[src/rtl/game_step_scheduler_if.sv]
// Handshake bundle between the frame scheduler, the game FSM, the object-update
// engines and the collision checker.
interface game_step_scheduler_if #(
    parameter int N_OBJ = 4
);
    logic [2:0]       game_state;
    logic [N_OBJ-1:0] obj_ack;
    logic             coll_done;
    logic             coll_hit;
    logic [N_OBJ-1:0] obj_req;
    logic             coll_start;
    logic             dead;
    logic             frame_busy;
    logic [15:0]      frame_cnt;
    logic             overrun;
    logic             timeout_err;

    modport master (
        input  game_state, obj_ack, coll_done, coll_hit,
        output obj_req, coll_start, dead, frame_busy, frame_cnt, overrun, timeout_err
    );

    modport slave (
        output game_state, obj_ack, coll_done, coll_hit,
        input  obj_req, coll_start, dead, frame_busy, frame_cnt, overrun, timeout_err
    );
endinterface

[src/rtl/game_step_scheduler.sv]
// Per-tick frame scheduler: grants each object engine in turn, runs one
// collision check and reports the result to the game FSM as a dead pulse.
module game_step_scheduler #(
    parameter int N_OBJ    = 4,
    parameter int TICK_DIV = 833334,
    parameter int CNT_W    = 20,
    parameter int TIMEOUT  = 255
) (
    input  logic                   clk,
    input  logic                   reset,
    game_step_scheduler_if.master  bus
);
    localparam int IDX_W  = (N_OBJ > 1) ? $clog2(N_OBJ) : 1;
    localparam int WAIT_W = $clog2(TIMEOUT + 1);

    localparam logic [2:0] GS_START = 3'b000;
    localparam logic [2:0] GS_PLAY  = 3'b001;
    localparam logic [2:0] GS_RESET = 3'b011;
    localparam logic [2:0] GS_OVER  = 3'b100;

    typedef enum logic [2:0] {S_IDLE, S_GRANT, S_HOLD, S_COLL, S_DONE} state_t;

    state_t            r_state;
    logic [CNT_W-1:0]  r_tick_cnt;
    logic [IDX_W-1:0]  r_idx;
    logic [WAIT_W-1:0] r_wait;
    logic [N_OBJ-1:0]  r_obj_req;
    logic              r_coll_start;
    logic              r_dead;
    logic              r_frame_busy;
    logic [15:0]       r_frame_cnt;
    logic              r_overrun;
    logic              r_timeout_err;

    logic              w_playing;
    logic              w_abort;
    logic              w_tick;
    logic              w_ack;
    logic              w_tmo;
    logic              w_last;
    logic              w_adv;
    logic [IDX_W-1:0]  w_idx_nxt;
    logic [N_OBJ-1:0]  w_req_nxt;

    assign w_playing = (bus.game_state == GS_PLAY);
    assign w_abort   = (bus.game_state == GS_START) || (bus.game_state == GS_RESET) ||
                       (bus.game_state == GS_OVER);
    assign w_tick    = w_playing && (r_tick_cnt == CNT_W'(TICK_DIV - 1));
    assign w_ack     = |(bus.obj_ack & r_obj_req);
    assign w_tmo     = (r_wait == WAIT_W'(TIMEOUT - 1));
    assign w_last    = (r_idx == IDX_W'(N_OBJ - 1));
    assign w_idx_nxt = r_idx + IDX_W'(1);
    assign w_req_nxt = N_OBJ'(1) << w_idx_nxt;
    // Move to the next engine: a finished grant while playing, or leaving a pause.
    assign w_adv     = w_playing &&
                       (((r_state == S_GRANT) && (w_ack || w_tmo)) || (r_state == S_HOLD));

    always_ff @(posedge clk or negedge reset) begin
        if (!reset) begin
            r_tick_cnt <= '0;
        end else if ((bus.game_state == GS_RESET) || (bus.game_state == GS_START)) begin
            r_tick_cnt <= '0;
        end else if (w_playing) begin
            r_tick_cnt <= w_tick ? '0 : r_tick_cnt + CNT_W'(1);
        end
    end

    always_ff @(posedge clk or negedge reset) begin
        if (!reset) begin
            r_state       <= S_IDLE;
            r_idx         <= '0;
            r_wait        <= '0;
            r_obj_req     <= '0;
            r_coll_start  <= 1'b0;
            r_dead        <= 1'b0;
            r_frame_busy  <= 1'b0;
            r_frame_cnt   <= '0;
            r_overrun     <= 1'b0;
            r_timeout_err <= 1'b0;
        end else begin
            r_coll_start <= 1'b0;
            r_dead       <= 1'b0;
            if (bus.game_state == GS_RESET) begin
                r_frame_cnt   <= '0;
                r_overrun     <= 1'b0;
                r_timeout_err <= 1'b0;
            end
            if (w_abort && (r_state != S_IDLE)) begin
                r_state      <= S_IDLE;
                r_idx        <= '0;
                r_wait       <= '0;
                r_obj_req    <= '0;
                r_frame_busy <= 1'b0;
            end else begin
                if (w_tick && (r_state != S_IDLE)) begin
                    r_overrun <= 1'b1;
                end
                case (r_state)
                    S_IDLE: begin
                        if (w_tick) begin
                            r_state      <= S_GRANT;
                            r_idx        <= '0;
                            r_wait       <= '0;
                            r_obj_req    <= N_OBJ'(1);
                            r_frame_busy <= 1'b1;
                        end
                    end
                    S_GRANT: begin
                        if (w_ack || w_tmo) begin
                            if (!w_ack) begin
                                r_timeout_err <= 1'b1;
                            end
                            r_obj_req <= '0;
                            r_state   <= S_HOLD;
                        end else begin
                            r_wait <= r_wait + WAIT_W'(1);
                        end
                    end
                    S_HOLD: ;
                    S_COLL: begin
                        if (bus.coll_done && !r_coll_start) begin
                            r_dead      <= bus.coll_hit;
                            r_frame_cnt <= r_frame_cnt + 16'd1;
                            r_state     <= S_DONE;
                        end
                    end
                    S_DONE: begin
                        r_frame_busy <= 1'b0;
                        r_idx        <= '0;
                        r_state      <= S_IDLE;
                    end
                    default: r_state <= S_IDLE;
                endcase
                // Overrides the HOLD parking chosen above when the frame can proceed.
                if (w_adv) begin
                    if (w_last) begin
                        r_state      <= S_COLL;
                        r_coll_start <= 1'b1;
                        r_obj_req    <= '0;
                    end else begin
                        r_state   <= S_GRANT;
                        r_idx     <= w_idx_nxt;
                        r_obj_req <= w_req_nxt;
                        r_wait    <= '0;
                    end
                end
            end
        end
    end

    assign bus.obj_req     = r_obj_req;
    assign bus.coll_start  = r_coll_start;
    assign bus.dead        = r_dead;
    assign bus.frame_busy  = r_frame_busy;
    assign bus.frame_cnt   = r_frame_cnt;
    assign bus.overrun     = r_overrun;
    assign bus.timeout_err = r_timeout_err;
endmodule

[src/flat_wrapper.sv]
// flat-port wrapper written by rule: the top's interface ports become plain ports
module game_step_scheduler_flat 
#(
    parameter int N_OBJ    = 4,
    parameter int TICK_DIV = 833334,
    parameter int CNT_W    = 20,
    parameter int TIMEOUT  = 255
)
  (clk, reset, bus_game_state, bus_obj_ack, bus_coll_done, bus_coll_hit, bus_obj_req, bus_coll_start, bus_dead, bus_frame_busy, bus_frame_cnt, bus_overrun, bus_timeout_err);
  game_step_scheduler_if #(.N_OBJ(N_OBJ)) bus_i ();
  input  logic clk;
  input  logic reset;
  input wire logic [$bits(bus_i.game_state)-1:0] bus_game_state;
  input wire logic [$bits(bus_i.obj_ack)-1:0] bus_obj_ack;
  input wire logic [$bits(bus_i.coll_done)-1:0] bus_coll_done;
  input wire logic [$bits(bus_i.coll_hit)-1:0] bus_coll_hit;
  output wire logic [$bits(bus_i.obj_req)-1:0] bus_obj_req;
  output wire logic [$bits(bus_i.coll_start)-1:0] bus_coll_start;
  output wire logic [$bits(bus_i.dead)-1:0] bus_dead;
  output wire logic [$bits(bus_i.frame_busy)-1:0] bus_frame_busy;
  output wire logic [$bits(bus_i.frame_cnt)-1:0] bus_frame_cnt;
  output wire logic [$bits(bus_i.overrun)-1:0] bus_overrun;
  output wire logic [$bits(bus_i.timeout_err)-1:0] bus_timeout_err;
  assign bus_i.game_state = bus_game_state;
  assign bus_i.obj_ack = bus_obj_ack;
  assign bus_i.coll_done = bus_coll_done;
  assign bus_i.coll_hit = bus_coll_hit;
  assign bus_obj_req = bus_i.obj_req;
  assign bus_coll_start = bus_i.coll_start;
  assign bus_dead = bus_i.dead;
  assign bus_frame_busy = bus_i.frame_busy;
  assign bus_frame_cnt = bus_i.frame_cnt;
  assign bus_overrun = bus_i.overrun;
  assign bus_timeout_err = bus_i.timeout_err;
  game_step_scheduler #(.N_OBJ(N_OBJ), .TICK_DIV(TICK_DIV), .CNT_W(CNT_W), .TIMEOUT(TIMEOUT)) u_core (.clk(clk), .reset(reset), .bus(bus_i));
endmodule
[config.mk]
export PLATFORM = sky130hd
export DESIGN_NAME = game_step_scheduler_flat
export DESIGN_NICKNAME = d
export VERILOG_FILES = /design/src/rtl/game_step_scheduler_if.sv /design/src/rtl/game_step_scheduler.sv /design/src/flat_wrapper.sv
export SDC_FILE = /design/constraint.sdc
export NUM_CORES = 1
export LEC_CHECK = 0
export ABC_AREA = 1
export BUFFER_PORTS_ARGS = -buffer_cell sky130_fd_sc_hd__buf_2
export CAP_MARGIN = 20
export CORE_MARGIN = 1
export CORE_UTILIZATION = 45
export CTS_CLUSTER_DIAMETER = 40
export DETAILED_ROUTE_END_ITERATION = 12
export SLEW_MARGIN = 40
export SYNTH_ARGS = -nofsm -noshare
export SYNTH_HDL_FRONTEND = slang
export SYNTH_SLANG_ARGS = --single-unit
export TNS_END_PERCENT = 5
[constraint.sdc]
create_clock -name clk -period 3.7 [get_ports clk]
set_input_delay 0.185 -clock clk [delete_from_list [all_inputs] [get_ports clk]]
set_output_delay 0.185 -clock clk [all_outputs]
set_load 0.05 [all_outputs]
# --- Word-level counts from Yosys, hierarchy flattened ---
# Cells that the tools add are included.
totals:
  regBits: 58
  output_inout_bits: 25
classes:
  add_sub_neg: 4
  mux: 48
  shifts: 1
  reduce_logical: 21
  eq_ne: 15
  n_bitwise: 1
op_table:
  columns: ["op", "count"]
  rows:
  - ["$mux 16", 4]
  - ["$mux 20", 3]
  - ["$mux 8", 5]
  - ["$add 20x1->20 const B", 1]
  - ["$eq 20x20->1 const B", 1]
  - ["$mux 4", 5]
  - ["$add 16x1->16 const B", 1]
  - ["$mux 1", 16]
  - ["$pmux 8 s2", 1]
  - ["$mux 3", 5]
  - ["$pmux 3 s4", 1]
  - ["$mux 2", 5]
  - ["$eq 3x2->1 const B", 3]
  - ["$add 8x1->8 const B", 1]
  - ["$eq 8x8->1 const B", 1]
  - ["$ne 4x1->1 const B", 2]
  - ["$pmux 4 s2", 1]
  - ["$eq 3x1->1 const B", 2]
  - ["$eq 3x3->1 const B", 2]
  - ["$logic_and 1x1->1", 6]
  - ["$logic_not 3->1", 2]
  - ["$reduce_bool 3->1", 2]
  - ["$and 4x4->4", 1]
  - ["$logic_or 1x1->1", 4]
  - ["15 further kinds", 15]

# --- Logic depth before layout (Yosys ltp) ---
# Gate-level depths: netlist of the first run.
depth:
  depth_word: 8
  mapped_depth: 14
  depth_no_buf: 14

# --- Worst setup path after synthesis of the first run ---
# No wires, ideal clock.
synth_timing:
  kind: "reg2reg"
  from: "register u_core.r_frame_cnt[0], in the netlist u_core.bus.frame_cnt[0]"
  to: "register u_core.r_frame_cnt[10], in the netlist u_core.bus.frame_cnt[10]"
  t_arrival_ns: 1.851
  setup_ns: 0.144
  slack_ns: 1.705
  synth_period_minus_slack_ns: 1.995
  path_stages_with_launch: 11
  required_time_ns: 3.556
  cell_sequence: "dfrtp_1 ha_1 nand2_1 nor2_1 nand2_1 nor2_1 inv_1 nor2_1 nand2_1 nand3_1 o21ai_1"
synth_between:
  elab_chain_cells: 4
synth_lines:
  columns: ["element", "line", "rtl"]
  rows:
  - ["start: declaration", "game_step_scheduler.sv:31", "logic [15:0] r_frame_cnt;"]
  - ["start signal: assignment", "game_step_scheduler.sv:123", "r_frame_cnt <= r_frame_cnt + 16'd1;"]
  - ["$add 16x1->16", "game_step_scheduler.sv:123", null]
  - ["$mux 16", "game_step_scheduler.sv:121", "if (bus.coll_done && !r_coll_start) begin"]
  - ["$mux 16", "game_step_scheduler.sv:98", "case (r_state)"]
  - ["$mux 16", "game_step_scheduler.sv:88", "if (w_abort && (r_state != S_IDLE)) begin"]
# Every way passes these cells.
# A chain may end at the register's enable or synchronous reset.

# --- Worst setup path in the final report of the first run ---
layout_timing:
  from: "register u_core.r_wait[0]"
  to: "register u_core.r_state[1]"
layout_between:
  elab_chain_cells: 7
  word_cells_on_any_way: 12
layout_lines:
  columns: ["element", "line", "rtl"]
  rows:
  - ["start: declaration", "game_step_scheduler.sv:26", "logic [WAIT_W-1:0] r_wait;"]
  - ["start signal: assignment", "game_step_scheduler.sv:116", "r_wait <= r_wait + WAIT_W'(1);"]
  - ["$eq 8x8->1 (*)", "game_step_scheduler.sv:50", "assign w_tmo = (r_wait == WAIT_W'(TIMEOUT - 1));"]
  - ["$logic_or 1x1->1 (*)", "game_step_scheduler.sv:56, game_step_scheduler.sv:109", null]
  - ["$logic_and 1x1->1", "game_step_scheduler.sv:56", "(((r_state == S_GRANT) && (w_ack || w_tmo)) || (r_state == S_HOLD));"]
  - ["$logic_or 1x1->1", "game_step_scheduler.sv:56", null]
  - ["$logic_and 1x1->1", "game_step_scheduler.sv:55", "assign w_adv = w_playing &&"]
  - ["$ne 4x1->1 (no line) (tied with other cells)", null, null]
  - ["$reduce_and 4->1 (no line) / $mux 3 (equally long branches)", null, null]
  - ["end signal: assignment", "game_step_scheduler.sv:70", "r_state <= S_IDLE;"]
  - ["end signal: assignment", "game_step_scheduler.sv:89", "r_state <= S_IDLE;"]
  - ["end signal: assignment", "game_step_scheduler.sv:101", "r_state <= S_GRANT;"]
  - ["end: declaration", "game_step_scheduler.sv:23", "state_t r_state;"]
# Every way passes the cells marked *; elsewhere a longest branch is shown, timed or not.

==> results of run 1 <==
cell families (layout without fill, tap and decap cells):
family          Yosys count  in the layout
compound gates           71             71
xor+xnor                  7              7
fa+ha+maj                10             10
buf+inv                  62            112
flops                    58             58
simple gates            276            276
placed cells by master (no fill, tap or decap), types with 3 or more instances in the layout:
| master | synthesis | routed |
|---|---|---|
| nor2_1 | 75 | 75 |
| ha_1 | 10 | 10 |
| o21ai_1 | 6 | 6 |
| a21oi_1 | 26 | 26 |
| nor2_4 | 6 | 6 |
| nand4_1 | 10 | 10 |
| nand2_2 | 9 | 9 |
| clkbuf_8 | 0 | 12 |
| nand3_1 | 37 | 37 |
| nand3_2 | 5 | 5 |
| o31ai_1 | 4 | 4 |
| nor3_1 | 11 | 11 |
| dfrtp_1 | 58 | 58 |
| xor2_1 | 6 | 6 |
| inv_1 | 49 | 49 |
| inv_2 | 9 | 9 |
| nand2_1 | 116 | 116 |
| o21ai_0 | 25 | 25 |
| a31oi_1 | 3 | 3 |
| buf_2 | 1 | 34 |
per-stage QoR:
step | total power [mW] | hold WS (ns)
final | 1.97 | 0.0499
after floorplan | 1.28 | -0.111
after global placement | 1.43 | 0.398
after global routing | 2.12 | 0.0617
after CTS | 2.00 | 0.0354
after detailed placement | 1.44 | 0.228
routing by layer:
layer	wire (um)	global-route usage, %	vias to the layer above
li1	-	-	1671
met1	3940	29.4	1493
met2	3790	34.8	74
met3	297	4.29	13
met4	150	8.47	0
met5	0	0	-
sequential cells by signal, summed over array words and instances (netlist names):
register,count
u_core.r_idx,2
u_core.bus.timeout_err,1
u_core.bus.dead,1
u_core.bus.overrun,1
u_core.bus.frame_busy,1
u_core.r_tick_cnt,20
u_core.bus.frame_cnt,16
u_core.r_wait,8
u_core.bus.coll_start,1
u_core.r_state,3
u_core.bus.obj_req,4
worst reg2reg max path, stage by stage, from the launching register on:
cell	delay (ns)
dfrtp_1	0.42
inv_1	0.11
ha_1	0.15
nand2_1	0.05
nor2_1	0.15
nand2_2	0.08
nand2_2	0.14
nand2_2	0.06
nand2_2	0.09
nand2_2	0.16
inv_1	0.16
nor2_1	0.05
nor2_1	0.09
nand2_1	0.06
nand2_1	0.06
report_power, final:
group	internal, mW	leakage (nW)	switching (mW)
clock	0.296	0.0965	0.248
sequential	0.700	0.798	0.0768
combinational	0.197	1.07	0.455
total	1.19	1.97	0.780
worst max path at each step:
stage                             from                        to  slack, ns  cells past startpoint
2_1_floorplan  u_core.bus.frame_cnt[0]  u_core.bus.frame_cnt[10]       1.71                     10
3_3_place_gp         bus_game_state[2]     u_core.r_tick_cnt[11]       1.85                      9
3_5_place_dp         bus_game_state[2]     u_core.r_tick_cnt[11]       1.79                      9
4_1_cts               u_core.r_wait[0]         u_core.r_state[1]       1.82                     14
5_1_grt               u_core.r_wait[0]         u_core.r_state[1]       1.59                     14
6_report              u_core.r_wait[0]         u_core.r_state[1]       1.82                     14
cell type report:
type / count / area, um2
well taps: 99 / 124
inverters: 59 / 226
flip-flops and latches: 58 / 1450
clock buffers: 14 / 173
multi-input cells: 364 / 1830
clock inverters: 2 / 10.0
fillers: 744 / 3390
repair buffers: 37 / 195
==> impl_metrics.csv, run 1 <==
group,metric,value,unit
cells_and_area,layout-drive-gt1-share,16.7,%
cells_and_area,instances_no_fill,633,
routing,wl_per_cell,12.9,um
cts,path_clk_slew,0.07,ns
global_routing,grt_overflow,0,
critical_path,cpMostUsedCell,"nand2_2",
sta,worstMarginPinSlew,0.569,ns
critical_path,critPathTopFamily,"simple AND/OR/NAND/NOR gates",
die,die_x,90.6,um
logic_synthesis,yosys.cell_count.top_type,"nand2_1",
cts,cts_tree,"built",
critical_path,startpoint_type,"flop",
cts,clock_latency,0.34,ns
logic_synthesis,synth-async-reset-ratio,100,%
cells_and_area,diodes,0,
global_routing,grt_pass1_vias,3065,
logic_synthesis,synth_top_area_share,41.1,%
routing,routed_wl,8170,um
critical_path,cp_max_fo,12,
critical_path,cpPeakStageDelay,0.42,ns
logic_synthesis,netlist_instances,484,
logic_synthesis,synth_area_leaders,"dfrtp_1 (41%), nand2_1 (12%), nor2_1 (8.0%)",
placement,preCtsSetupSlack,1.79,ns
sta,setup_viol,0,
cts,cts_setup_buffers,0,
logic_synthesis,synthMuxAreaShare,0,%
run_status,outcome,"complete, no violations",
critical_path,cp.buffers_inverters,2,
placement,place_area,3820,um2
sta,timing.final.ws_setup,1.82,ns
critical_path,worstPathCellList,"inv_1 -> ha_1 -> nand2_1 -> nor2_1 -> nand2_2 -> nand2_2 -> nand2_2 -> nand2_2 -> nand2_2 -> inv_1 -> nor2_1 -> nor2_1 -> nand2_1 -> nand2_1",
routing,drtPass1Iterations,4,
routing,first_iter_violations,184,
placement,hpwl,6110,um
logic_synthesis,synth-xor-area-share,1.74,%
routing,viasPerCell,5.14,
critical_path,reg2reg_from,"u_core.r_wait[0]",
critical_path,end_kind,"flop",
sta,slew_headroom,62.1,%
cts,htree_levels,3,
logic_synthesis,synthTopCellsByCount,"nand2_1 (116), nor2_1 (75), dfrtp_1 (58)",
cts,ctsHoldBuffers,1,
logic_synthesis,ys_warn_count,0,
routing,ant_nets,0,
sta,drv_slew,0,
logic_synthesis,synth_edf_count,0,
worst_hold_path,hold_end,"u_core.bus.dead",
die,initial_utilization,47.6,%
sta,rsz0062_at_grt,"false",
cells_and_area,fin_util,54.2,%
routing,vias,3251,
cts,numClockSinks,58,
logic_synthesis,synth_top_family_by_area,"simple AND/OR/NAND/NOR gates",
placement,dpl.cell_count,616,
worst_hold_path,hp-start,"bus_coll_hit",
placement,globalplace.congestion,0.849,
critical_path,reg2reg_depth,14,
logic_synthesis,synthAdderAreaFrac,3.55,%
critical_path,worstPathArrival,2.17,ns
logic_synthesis,avgSynthCellArea,7.29,um2
cts,cts_buffers,9,
global_routing,grtUsageTotal,21.9,%
critical_path,worstSetupPathType,"reg2reg",
cts,clockBufferDepth,2,
sta,max_freq,531,MHz
critical_path,crit_required,3.98,ns
global_routing,grt_pass1_wl,14400,um
cts,cts_root_buf,"clkbuf_8",
routing,post-route-drc-count,0,
sta,setup_tns,0,ns
logic_synthesis,synth_compound_area_share,11.0,%
logic_synthesis,synth_flop_cell,"dfrtp_1",
die,dieArea,8200,um2
critical_path,reg2reg_slack,1.82,ns
sta,finalCritPeriodShare,50.9,%
die,rows,31,
critical_path,slowest_stage,"dfrtp_1",
logic_synthesis,synth_simple_gate_area_share,35.7,%
cells_and_area,fin_area,4010,um2
logic_synthesis,syn_nets,505,
pwr,p_leak,1.97,nW
global_routing,antenna_found_initial,0,
placement,portBuffers,35,
die,fp.dieH,90.6,um
logic_synthesis,synth.largest_area_cell,"dfrtp_1",
flow_run,cap_violations,0,
die,pin_count,36,
critical_path,r2r_end,"u_core.r_state[1]",
logic_synthesis,yosys_register_bits,58,
cells_and_area,final_nets,550,
cts,postCtsResizedCells,0,
sta,fin_skew,0.0100,ns
worst_hold_path,worstHoldPathCells,3,
pwr,ir_drop,318,uV
global_routing,grt_max_degree,46,
worst_hold_path,hp-class,"in2reg",
logic_synthesis,ys_seq_area_share,41.1,%
logic_synthesis,synth_area,3530,um2
cells_and_area,syn_to_final_growth,13.8,%
die,design.core.area,7410,um2
sta,hold_viol_final,0,
sta,final.min_clock_period,1.88,ns
logic_synthesis,yosysUniqueCellTypes,32,
pwr,p_per_area,492,nW/um2
No activity file was read; power rests on OpenSTA's default activity.
==> run 2, diff against run 1 <==
ABC_AREA = 0   (was 1)
PLACE_DENSITY = 0.66   (was unset)
clock period = 1.5 ns   (was 3.7 ns; I/O delays follow)
==> impl_metrics.csv, run 2 <==
group,metric,value,unit
sta,max_freq,488,MHz
cells_and_area,top_register,"u_core.r_tick_cnt",
global_routing,gr-usage-met2,43.5,%
cts,cts_tree,"built",
die,die_x,87.6,um
sta,worstMarginPinSlew,0.549,ns
global_routing,antenna_found_initial,0,
cts,htree_levels,3,
worst_hold_path,hp-class,"in2async",
run_status,violations,"setup timing",
critical_path,startpoint_type,"flop",
cells_and_area,largest_reg_flops,20,
die,fp.dieH,87.6,um
die,dieArea,7680,um2
routing,routed_wl,9120,um
cells_and_area,syn_to_final_growth,44.8,%
cells_and_area,diodes,0,
placement,portBuffers,35,
cts,clock_latency,0.34,ns
global_routing,grt_overflow,0,
logic_synthesis,synth_area_leaders,"dfrtp_1 (44%), nor2_1 (4.2%), ha_1 (3.8%)",
placement,hpwl,6700,um
logic_synthesis,synthTopCellsByCount,"dfrtp_1 (58), nor2_1 (37), nand2_1 (26)",
routing,viasPerCell,5.43,
pwr,p_per_area,992,nW/um2
logic_synthesis,ys_seq_area_share,44.0,%
routing,ant_nets,0,
routing,drtPass1Iterations,4,
cts,clockBufferDepth,2,
cells_and_area,n_fill_cell,544,
sta,timing.final.ws_setup,-0.551,ns
global_routing,grtUsageTotal,26.6,%
routing,wl_per_cell,15.3,um
cells_and_area,layout-drive-gt1-share,41.3,%
sta,finalCritPeriodShare,137,%
pwr,switchingPower,1.63,mW
logic_synthesis,synth_area,3300,um2
cells_and_area,final_cell_mix,"buf_4 (105), dfrtp_1 (57), nor2_1 (35), buf_2 (35), nand2_1 (26)",
die,pin_count,36,
logic_synthesis,synth_top_area_share,44.0,%
critical_path,worstPathArrival,2.28,ns
critical_path,worstSetupPathType,"reg2reg",
pwr,pwr-share-seq,36.7,%
logic_synthesis,yosysUniqueCellTypes,62,
logic_synthesis,synth-async-reset-ratio,100,%
cells_and_area,mostFrequentLayoutCell,"buf_4",
global_routing,met3_usage,5.18,%
routing,first_iter_violations,159,
logic_synthesis,ys_warn_count,0,
logic_synthesis,syn_nets,370,
placement,preCtsSetupSlack,-0.649,ns
pwr,ir_drop,768,uV
global_routing,grt_pass1_wl,15500,um
critical_path,crit_required,1.73,ns
pwr,switching_share,34.4,%
global_routing,grt_pass1_vias,3302,
logic_synthesis,netlist_instances,349,
logic_synthesis,yosys_register_bits,58,
die,initial_utilization,47.5,%
die,design.core.area,6940,um2
sta,setup_viol,53,
logic_synthesis,synth_edf_count,0,
pwr,p_leak,2.31,nW
logic_synthesis,synth.largest_area_cell,"dfrtp_1",
sta,final.min_clock_period,2.05,ns
cts,path_clk_slew,0.07,ns
cells_and_area,final_nets,518,
pwr,combPwrFrac,35.4,%
global_routing,busiest_layer,"met2",
cts,cts_buffers,9,
pwr,p_int,3.11,mW
flow_run,cap_violations,0,
global_routing,grt_util_met1,35.2,%
routing,vias,3243,
cts,cts_root_buf,"clkbuf_8",
placement,globalplace.congestion,0.904,
routing,post-route-drc-count,0,
sta,fin_skew,0.0114,ns
run_status,outcome,"finished, violations left",
cells_and_area,fin_util,68.8,%
cts,numClockSinks,58,
logic_synthesis,synth_flop_cell,"dfrtp_1",
sta,hold_viol_final,0,
logic_synthesis,avgSynthCellArea,9.45,um2
logic_synthesis,yosys.cell_count.top_type,"dfrtp_1",
sta,drv_slew,0,
pwr,clockPowerShare,27.9,%
sta,rsz0062_at_grt,"true",
sta,hold_ws,0.228,ns
critical_path,end_kind,"flop",
die,rows,30,
sta,slew_headroom,63.0,%
critical_path,cp_max_fo,4,
global_routing,grt_max_degree,23,
==> run 2: cell count changes after synthesis, moves of 7 or more <==
cell     change
nand2_1     -90
inv_1       -39
nor2_1      -38
nand3_1     -15
xnor2_1     +10
inv_2        -9
nand2_2      -9
a21oi_1      -8
o21ai_0      -7
or3_1        +7
==> run 2: final timing paths <==
kind	slack (ns)	depth (start not counted)	end	start
max in group asynchronous	0.74	3	u_core.bus.frame_cnt[13]	reset
hold reg to reg	0.48	1	u_core.bus.frame_cnt[15]	u_core.bus.frame_cnt[15]
min in group clk	0.25	5	u_core.bus.timeout_err	bus_obj_ack[3]
setup reg to reg	-0.55	5	u_core.bus.obj_req[0]	u_core.r_tick_cnt[17]
hold / removal	0.23	2	u_core.bus.frame_cnt[5]	reset
setup / recovery	-0.55	5	u_core.bus.obj_req[0]	u_core.r_tick_cnt[17]
==> run 2: stage by stage <==
stage | instance area [um2] | total power [mW] | setup TNS, ns | cells
final | 4780 | 4.74 | -17.04 | 597
after global routing | 4780 | 4.95 | -21.52 | 597
after CTS | 4700 | 4.67 | -17.02 | 597
after detailed placement | 4370 | 3.24 | -23.04 | 578
after global placement | 4370 | 3.20 | -20.97 | 578
after floorplan | 3300 | 2.49 | -20.29 | 349
==> run 2: critical path, stage by stage (launching register included) <==
cell	delay [ns]
dfrtp_1	0.39
or4b_4	0.53
nor4_4	0.29
a21oi_2	0.10
o31a_1	0.32
mux2_4	0.31
==> run 2: layout make-up <==
cell class | count | area (um2) | area share [%]
clock buffer | 13 | 159 | 3.33
clock inverter | 2 | 12.5 | 0.262
inverter | 11 | 46.3 | 0.969
multi-input combinational | 270 | 1940 | 40.6
sequential | 58 | 1450 | 30.4
tap | 96 | 120 | 2.52
timing repair buffer | 147 | 1050 | 22.0
==> run 2: power groups by stage <==
| stage | clock network (mW) | registers, mW | logic (mW) |
|---|---|---|---|
| floorplan | 0 | 1.89 | 0.601 |
| global placement | 0 | 1.76 | 1.44 |
| detailed placement | 0 | 1.76 | 1.48 |
| CTS | 1.33 | 1.73 | 1.60 |
| global route | 1.40 | 1.75 | 1.80 |
| finish | 1.32 | 1.74 | 1.68 |
==> run 2: per-layer routing <==
| layer | vias to the layer above | part of all wire [%] |
|---|---|---|
| met1 | 1561 | 46 |
| met4 | 0 | 1.7 |
| met3 | 12 | 4.2 |
| met2 | 91 | 48 |
| met5 | - | 0 |
| li1 | 1579 | - |
==> run 2: kinds of logic after synthesis <==
| kind of cell | count (synthesis) | synth area share (%) |
|---|---|---|
| fa+ha+maj | 10 | 3.79 |
| compound gates | 71 | 15.0 |
| buf+inv | 21 | 2.77 |
| mux | 6 | 2.01 |
| simple gates | 161 | 26.6 |
| flops | 58 | 44.0 |
| xor+xnor | 22 | 5.84 |
==> run 2: what timing repair did <==
action | in CTS | in global routing
hold buffers | 2 | 0
endpoints found under the setup margin | 58 | 57
resized for setup | 37 | 16
endpoints found under the hold margin | 17 | 0
setup buffers | 2 | 0
pin swaps | 16 | 4
